[src/rtl/a2d_arb.sv]
// Round-robin arbiter that shares one A2D converter among three requesters.
// Each grant runs START -> BUSY -> DONE; the conversion is timed out if cnv_cmplt never arrives.
module a2d_arb #(
  parameter logic FAST_SIM = 1'b1,
  localparam int  NUM_REQ  = 3
) (
  input  logic                 clk,
  input  logic                 rst_n,
  input  logic [NUM_REQ-1:0]   req,
  input  logic [3*NUM_REQ-1:0] req_chnnl,
  output logic [NUM_REQ-1:0]   gnt,
  output logic [NUM_REQ-1:0]   done,
  output logic                 tmo_err,
  output logic [11:0]          rslt,
  output logic                 strt_cnv,
  output logic [2:0]           chnnl,
  input  logic                 cnv_cmplt,
  input  logic [11:0]          res
);

  typedef enum logic [1:0] {IDLE, START, BUSY, DONE} state_t;

  state_t               state_q, state_d;
  logic [NUM_REQ-1:0]   gnt_q, gnt_d;
  logic [2:0]           chnl_q, chnl_d;
  logic [1:0]           ptr_q, ptr_d;
  logic [15:0]          tmo_cnt_q, tmo_cnt_d;
  logic [11:0]          rslt_q, rslt_d;
  logic                 flag_q, flag_d;

  logic [1:0]           win_idx;
  logic [NUM_REQ-1:0]   win_oh;
  logic [2:0]           win_chnl;
  logic                 tmo_hit;

  // Search order starts at ptr and wraps 2->0; the result is only used when req != 0.
  always_comb begin
    win_idx = 2'd0;
    case (ptr_q)
      2'd1:    win_idx = req[1] ? 2'd1 : (req[2] ? 2'd2 : 2'd0);
      2'd2:    win_idx = req[2] ? 2'd2 : (req[0] ? 2'd0 : 2'd1);
      default: win_idx = req[0] ? 2'd0 : (req[1] ? 2'd1 : 2'd2);
    endcase
  end

  always_comb begin
    win_oh = 3'b001 << win_idx;
    case (win_idx)
      2'd1:    win_chnl = req_chnnl[5:3];
      2'd2:    win_chnl = req_chnnl[8:6];
      default: win_chnl = req_chnnl[2:0];
    endcase
  end

  assign tmo_hit = FAST_SIM ? (&tmo_cnt_q[10:0]) : (&tmo_cnt_q);

  always_ff @(posedge clk or negedge rst_n) begin
    if (!rst_n) begin
      state_q   <= IDLE;
      gnt_q     <= '0;
      chnl_q    <= 3'd0;
      ptr_q     <= 2'd0;
      tmo_cnt_q <= 16'd0;
      rslt_q    <= 12'h000;
      flag_q    <= 1'b0;
    end else begin
      state_q   <= state_d;
      gnt_q     <= gnt_d;
      chnl_q    <= chnl_d;
      ptr_q     <= ptr_d;
      tmo_cnt_q <= tmo_cnt_d;
      rslt_q    <= rslt_d;
      flag_q    <= flag_d;
    end
  end

  always_comb begin
    state_d   = state_q;
    gnt_d     = gnt_q;
    chnl_d    = chnl_q;
    ptr_d     = ptr_q;
    tmo_cnt_d = tmo_cnt_q;
    rslt_d    = rslt_q;
    flag_d    = flag_q;
    case (state_q)
      IDLE: begin
        if (|req) begin
          gnt_d   = win_oh;
          chnl_d  = win_chnl;
          state_d = START;
        end
      end
      START: begin
        tmo_cnt_d = 16'd0;
        state_d   = BUSY;
      end
      BUSY: begin
        tmo_cnt_d = tmo_cnt_q + 16'd1;
        // A completion in the timeout cycle still counts as a good conversion.
        if (cnv_cmplt) begin
          rslt_d  = res;
          state_d = DONE;
        end else if (tmo_hit) begin
          flag_d  = 1'b1;
          state_d = DONE;
        end
      end
      DONE: begin
        ptr_d   = gnt_q[0] ? 2'd1 : (gnt_q[1] ? 2'd2 : 2'd0);
        gnt_d   = '0;
        flag_d  = 1'b0;
        state_d = IDLE;
      end
      default: state_d = IDLE;
    endcase
  end

  always_comb begin
    gnt      = gnt_q;
    rslt     = rslt_q;
    strt_cnv = (state_q == START);
    done     = (state_q == DONE) ? gnt_q : '0;
    tmo_err  = (state_q == DONE) && flag_q;
    chnnl    = (state_q == IDLE) ? 3'd0 : chnl_q;
  end

endmodule

[config.mk]
export PLATFORM = sky130hd
export DESIGN_NAME = a2d_arb
export DESIGN_NICKNAME = d
export VERILOG_FILES = /design/src/rtl/a2d_arb.sv
export SDC_FILE = /design/constraint.sdc
export NUM_CORES = 1
export LEC_CHECK = 0
export CORE_MARGIN = 3
export CORE_UTILIZATION = 51
export DETAILED_ROUTE_END_ITERATION = 10
export PLACE_DENSITY = 0.84
export SETUP_SLACK_MARGIN = 0.1
export SYNTH_ARGS = -nofsm -noshare
export SYNTH_HDL_FRONTEND = slang
export SYNTH_SLANG_ARGS = --single-unit
export TNS_END_PERCENT = 1
[constraint.sdc]
create_clock -name clk -period 5.7 [get_ports clk]
set_clock_uncertainty 0.1 [all_clocks]
set_input_delay 0.57 -clock clk [delete_from_list [all_inputs] [get_ports clk]]
set_output_delay 0.57 -clock clk [all_outputs]
set_load 0.01 [all_outputs]
==> flow_metrics.env, run 1 <==
export IMPL_post_place_ws_ns=3.24
export IMPL_root_buffer="clkbuf_4"
export IMPL_antenna_cells=0
export IMPL_layout_setup_ws_ns=3.14
export IMPL_worstPathMaxFanout=11
export IMPL_async_flop_share=1.00
export IMPL_use_met2=0.341
export IMPL_cp_required_ns=5.03
export IMPL_synthCells=174
export IMPL_cts_sinks=34
export IMPL_htree_levels=2
export IMPL_dpl_hpwl_um=2890
export IMPL_drive_gt1_frac=0.124
export IMPL_setup_viol=0
export IMPL_layout_common_cells="clkdlybuf4s50_1, dfrtp_1, nand2_1"
export IMPL_core_region_area_um2=3200
export IMPL_ys_seq_area_frac=0.475
export IMPL_status="completed"
export IMPL_num_rows=20
export IMPL_wl_um=3860
export IMPL_finalMaxSlewViolations=0
export IMPL_synth_edf_count=0
export IMPL_p_leak_nw=1.05
export IMPL_synth_area_um2=1790
export IMPL_die_h_um=65.3
export IMPL_cts_path_max_buffers=2
export IMPL_cts_resized=0
export IMPL_max_freq_mhz=390
export IMPL_drv_cap=0
export IMPL_post_cts_setup_buffers=0
export IMPL_ctsHoldBuffers=0
export IMPL_antenna_found_initial=0
export IMPL_end_kind="output port"
export IMPL_synthFlopType="dfrtp_1"
export IMPL_setup_tns_ns=0
export IMPL_final_common_cell="clkdlybuf4s50_1"
export IMPL_clk_pin_slew_worst_paths_ns=0.11
export IMPL_fin_crit_sh=0.450
export IMPL_ir_drop_mv=0.264
export IMPL_cts_tree="yes"
export IMPL_overflow=0
export IMPL_area_delta_synth_final_pct=34.8
export IMPL_start_util=0.559
export IMPL_grt_pass1_wl_um=6590
export IMPL_use_met3=0.0684
export IMPL_startpoint_type="flop"
export IMPL_dieArea_um2=4260
export IMPL_cts_buffers=5
export IMPL_wire_per_inst_um=14.3
export IMPL_fill_cells=229
export IMPL_io_buffer_count=49
export IMPL_powerDensity_nw_per_um2=472
export IMPL_arrival_ns=1.89
export IMPL_rsz0062_at_grt="false"
export IMPL_antenna_left=0
export IMPL_grt_total_usage=0.206
export IMPL_grt_pass1_vias=1376
export IMPL_period_needed_ns=2.56
export IMPL_die_x_um=65.3
export IMPL_clk_latency_ns=0.34
export IMPL_yosysUniqueCellTypes=35
export IMPL_routabilityCongestion=0.826
export IMPL_timing_slew_headroom=0.668
export IMPL_worst_pin_slew_ns=0.494
export IMPL_grt_max_degree=35
export IMPL_hold_viol=0
export IMPL_path_class="reg -> out"
export IMPL_drc=0
export IMPL_drt_first_iter_violations=38
export IMPL_use_met1=0.254
export IMPL_firstDrtPassIters=4
export IMPL_syn_nets=211
export IMPL_yosysWarnings=0
export IMPL_synth_seq_cells=34
export IMPL_hold_class="reg -> reg"
export IMPL_top_usage_layer="met2"
export IMPL_num_io_pins=50
export IMPL_syn_area_per_cell_um2=10.3
export IMPL_avgViaCountPerCell=5.20
export IMPL_nets=262
export IMPL_num_vias=1405
[routing by layer]
| metal | wire, um | part of all wire |
|---|---|---|
| met2 | 1940 | 0.50 |
| met5 | 0 | 0 |
| met1 | 1640 | 0.42 |
| met4 | 51 | 0.013 |
| met3 | 228 | 0.059 |
[state kept, by name (all words and copies together) (netlist names)]
signal	cells
rslt	12
flag_q	1
gnt	3
tmo_cnt_q	11
state_q	2
chnl_q	3
ptr_q	2
[critical path: stages, from the launching register on]
cell	delay, ns
dfrtp_1	0.42
inv_1	0.08
ha_1	0.34
nor2b_1	0.17
clkdlybuf4s50_1	0.55
[stage by stage]
| stage | instances | hold slack (ns) | instance area [um2] | util | power (W) |
|---|---|---|---|---|---|
| detailed placement | 262 | 0.373 | 2310 | 0.720 | 0.000923 |
| finish | 270 | 0.394 | 2410 | 0.754 | 0.00114 |
| global placement | 262 | 0.359 | 2310 | 0.720 | 0.000892 |
| floorplan | 174 | 0.174 | 1790 | - | 0.000706 |
| global route | 270 | 0.442 | 2410 | 0.754 | 0.00122 |
| CTS | 270 | 0.399 | 2410 | 0.754 | 0.00115 |
[synth_stat cells, types with 4 or more instances]
cell	instances	area, um2
o21ai_0	11	55.1
dfrtp_1	34	851
ha_1	10	125
clkbuf_1	4	15.0
nor2b_1	6	37.5
nand3_1	6	30.0
a21oi_1	7	35.0
inv_1	13	48.8
a22oi_1	4	30.0
mux2_2	12	135
nor2_1	11	41.3
nand2_1	16	60.1
nand4_1	4	25.0
[power by group]
part	switching [W]	total [W]	internal [W]	leakage, nW
combinational	0.000254	0.000534	0.000281	0.556
clock	0.0000852	0.000222	0.000137	0.0554
sequential	0.0000562	0.000382	0.000326	0.435
[final cells by class]
type                       instances  area, um2  share of cell area
clock buffer                       5       37.5              0.0156
clock inverter                     3       68.8              0.0285
inverter                          13       48.8              0.0202
multi-input combinational        121        855               0.354
sequential                        34        851               0.353
tap                               44       55.1              0.0228
timing repair buffer              50        498               0.206
[path summary, 6_finish.rpt]
kind                            slack [ns]  cells after the start                    end                    from
min in group asynchronous             0.51                      2     gnt[0]$_DFFE_PN0P_                   rst_n
worst min register to register        0.39                      2  chnl_q[2]$_DFFE_PN0P_   chnl_q[2]$_DFFE_PN0P_
max in group asynchronous             4.68                      2    rslt[3]$_DFFE_PN0P_                   rst_n
worst max-delay path                  3.14                      4               chnnl[0]  state_q[0]$_DFFE_PN0P_
worst min-delay path                  0.39                      2  chnl_q[2]$_DFFE_PN0P_   chnl_q[2]$_DFFE_PN0P_
worst max register to register        3.58                     10  chnl_q[2]$_DFFE_PN0P_    ptr_q[0]$_DFFE_PN0P_
[kinds of logic (layout without fill, tap and decap cells)]
kind of cell	after synthesis	in the layout	share of synthesized area
multiplexers	14	14	0.0894
XOR/XNOR	6	6	0.0294
AND/OR/NAND/NOR	59	59	0.174
flip-flops	34	34	0.475
AO/OA/AOI/OAI	32	32	0.115
buffers and inverters	19	71	0.0475
adder cells (fa/ha/maj)	10	10	0.0699
Power figures use the tool's default switching activity.
==> inputs of run 2 (changes only) <==
--- a/config.mk
+++ b/config.mk
@@ -6,9 +6,9 @@
 export NUM_CORES = 1
 export LEC_CHECK = 0
 export CORE_MARGIN = 3
-export CORE_UTILIZATION = 51
+export CORE_UTILIZATION = 43
 export DETAILED_ROUTE_END_ITERATION = 10
-export PLACE_DENSITY = 0.84
+export PLACE_DENSITY = 0.76
 export SETUP_SLACK_MARGIN = 0.1
 export SYNTH_ARGS = -nofsm -noshare
 export SYNTH_HDL_FRONTEND = slang
==> constraint.sdc (replaced) <==
create_clock -name clk -period 2.06 [get_ports clk]
set_clock_uncertainty 0.1 [all_clocks]
set_input_delay 0.206 -clock clk [delete_from_list [all_inputs] [get_ports clk]]
set_output_delay 0.206 -clock clk [all_outputs]
set_load 0.01 [all_outputs]
==> flow_metrics.env, run 2 (synthesized netlist as in run 1, its figures left out) <==
export IMPL_hold_viol=0
export IMPL_dpl_hpwl_um=2860
export IMPL_path_class="reg -> out"
export IMPL_clk_pin_slew_worst_paths_ns=0.07
export IMPL_use_met2=0.256
export IMPL_area_delta_synth_final_pct=44.9
export IMPL_fill_cells=319
export IMPL_final_common_cell="clkdlybuf4s50_1"
export IMPL_layout_common_cells="clkdlybuf4s50_1, dfrtp_1, nand2_1"
export IMPL_setup_viol=0
export IMPL_rsz0062_at_grt="true"
export IMPL_cts_path_max_buffers=2
export IMPL_ctsHoldBuffers=0
export IMPL_post_route_util=0.678
export IMPL_io_buffer_count=49
export IMPL_grt_pass1_wl_um=6190
export IMPL_worstRegToRegCells=10
export IMPL_clk_latency_ns=0.28
export IMPL_cts_buffers=5
export IMPL_largest_reg_flops=12
export IMPL_startpoint_type="flop"
export IMPL_grt_max_degree=14
export IMPL_hold_class="in -> async"
export IMPL_htree_levels=2
export IMPL_status="completed"
export IMPL_timing_slew_headroom=0.673
export IMPL_drt_first_iter_violations=38
export IMPL_root_buffer="clkbuf_8"
export IMPL_max_freq_mhz=507
export IMPL_finalMaxSlewViolations=0
export IMPL_worst_pin_slew_ns=0.489
export IMPL_use_met1=0.191
export IMPL_rrSetupSlack_ns=0.11
export IMPL_rr_endpoint="chnl_q[1]$_DFFE_PN0P_"
export IMPL_layout_setup_ws_ns=0.0877
export IMPL_num_io_pins=50
export IMPL_start_util=0.468
export IMPL_wire_per_inst_um=13.3
export IMPL_antenna_left=0
export IMPL_grt_total_usage=0.154
export IMPL_fin_crit_sh=0.957
export IMPL_nets=276
export IMPL_dieArea_um2=4970
export IMPL_routabilityCongestion=0.832
export IMPL_num_rows=22
export IMPL_cts_tree="yes"
export IMPL_post_place_ws_ns=-0.0471
export IMPL_cp_required_ns=1.75
export IMPL_placed_cells=275
export IMPL_worstPathMaxFanout=10
export IMPL_overflow=0
export IMPL_use_met3=0.0469
export IMPL_drive_gt1_frac=0.208
export IMPL_top_usage_layer="met2"
export IMPL_antenna_found_initial=0
export IMPL_grt_pass1_vias=1468
export IMPL_core_region_area_um2=3830
export IMPL_firstDrtPassIters=4
export IMPL_end_kind="output port"
export IMPL_drc=0
export IMPL_num_vias=1467
export IMPL_drv_cap=0
export IMPL_die_x_um=70.5
export IMPL_cts_sinks=34
export IMPL_ir_drop_mv=0.691
export IMPL_arrival_ns=1.67
export IMPL_r2r_start="ptr_q[1]$_DFFE_PN0P_"
export IMPL_wl_um=3840
export IMPL_p_leak_nw=1.14
export IMPL_die_h_um=70.5
export IMPL_antenna_cells=0
export IMPL_powerDensity_nw_per_um2=1340
export IMPL_finalNonFillerCells=288
export IMPL_avgViaCountPerCell=5.09
export IMPL_period_needed_ns=1.97
## run 2: cell count changes in the layout (fill, tap and decap cells not counted), sizes merged
cell,change
clkbuf,+1
dlygate4sd2,+1
dlymetal6s2s,+1
clkinv,-1
clkdlybuf4s50,-2
buf,+14
## run 2: final cells by class
class / instances / area [um2] / share of cell area
sequential: 34 / 852 / 0.328
tap: 48 / 60.1 / 0.0231
timing repair buffer: 64 / 604 / 0.233
clock buffer: 6 / 82.6 / 0.0318
multi-input combinational: 121 / 887 / 0.342
clock inverter: 2 / 60.1 / 0.0231
inverter: 13 / 48.8 / 0.0188
## run 2: how the worst max path moves through the flow
| stage | startpoint | to | slack, ns | depth (start not counted) |
|---|---|---|---|---|
| 5_1_grt | ptr_q[0]$_DFFE_PN0P_ | chnl_q[2]$_DFFE_PN0P_ | -0.01 | 10 |
| 6_report | state_q[0]$_DFFE_PN0P_ | done[0] | 0.09 | 4 |
| 2_1_floorplan | ptr_q[0]$_DFFE_PN0P_ | chnl_q[0]$_DFFE_PN0P_ | 0.13 | 10 |
| 4_1_cts | state_q[0]$_DFFE_PN0P_ | chnnl[0] | 0.05 | 4 |
| 3_3_place_gp | req[2] | chnl_q[1]$_DFFE_PN0P_ | -0.01 | 10 |
| 3_5_place_dp | req[2] | chnl_q[1]$_DFFE_PN0P_ | -0.05 | 10 |
## run 2: metrics by stage
step	hold WS, ns	setup TNS (ns)	total power [W]	instance area, um2
floorplan	-0.190	0	0.00195	1790
global placement	0.360	-0.0125	0.00260	2380
detailed placement	0.365	-0.0932	0.00264	2380
CTS	0.130	0	0.00345	2540
global route	0.134	-0.0184	0.00373	2590
finish	0.122	0	0.00348	2590
## run 2: what timing repair did
action,in CTS,in global routing
pin swaps,0,0
gates resized for setup,6,7
buffers inserted,1,4
endpoints found under the setup margin,10,10
## run 2: layer usage
metal,wire length [um],part of all wire,up-vias
met1,1660,0.43,689
met5,0,0,-
li1,-,-,723
met3,230,0.060,12
met4,71,0.019,0
met2,1870,0.49,43
## run 2: critical path: stages, from the launching register on
cell             delay [ns]
dfrtp_2                0.43
buf_4                  0.15
ha_4                   0.18
and2_1                 0.15
clkdlybuf4s50_1        0.48
## run 2: report_power, final
group | leakage (nW) | internal, W | switching (W)
combinational | 0.639 | 0.000931 | 0.000750
sequential | 0.434 | 0.000905 | 0.000143
clock | 0.0714 | 0.000516 | 0.000236
total | 1.14 | 0.00235 | 0.00113
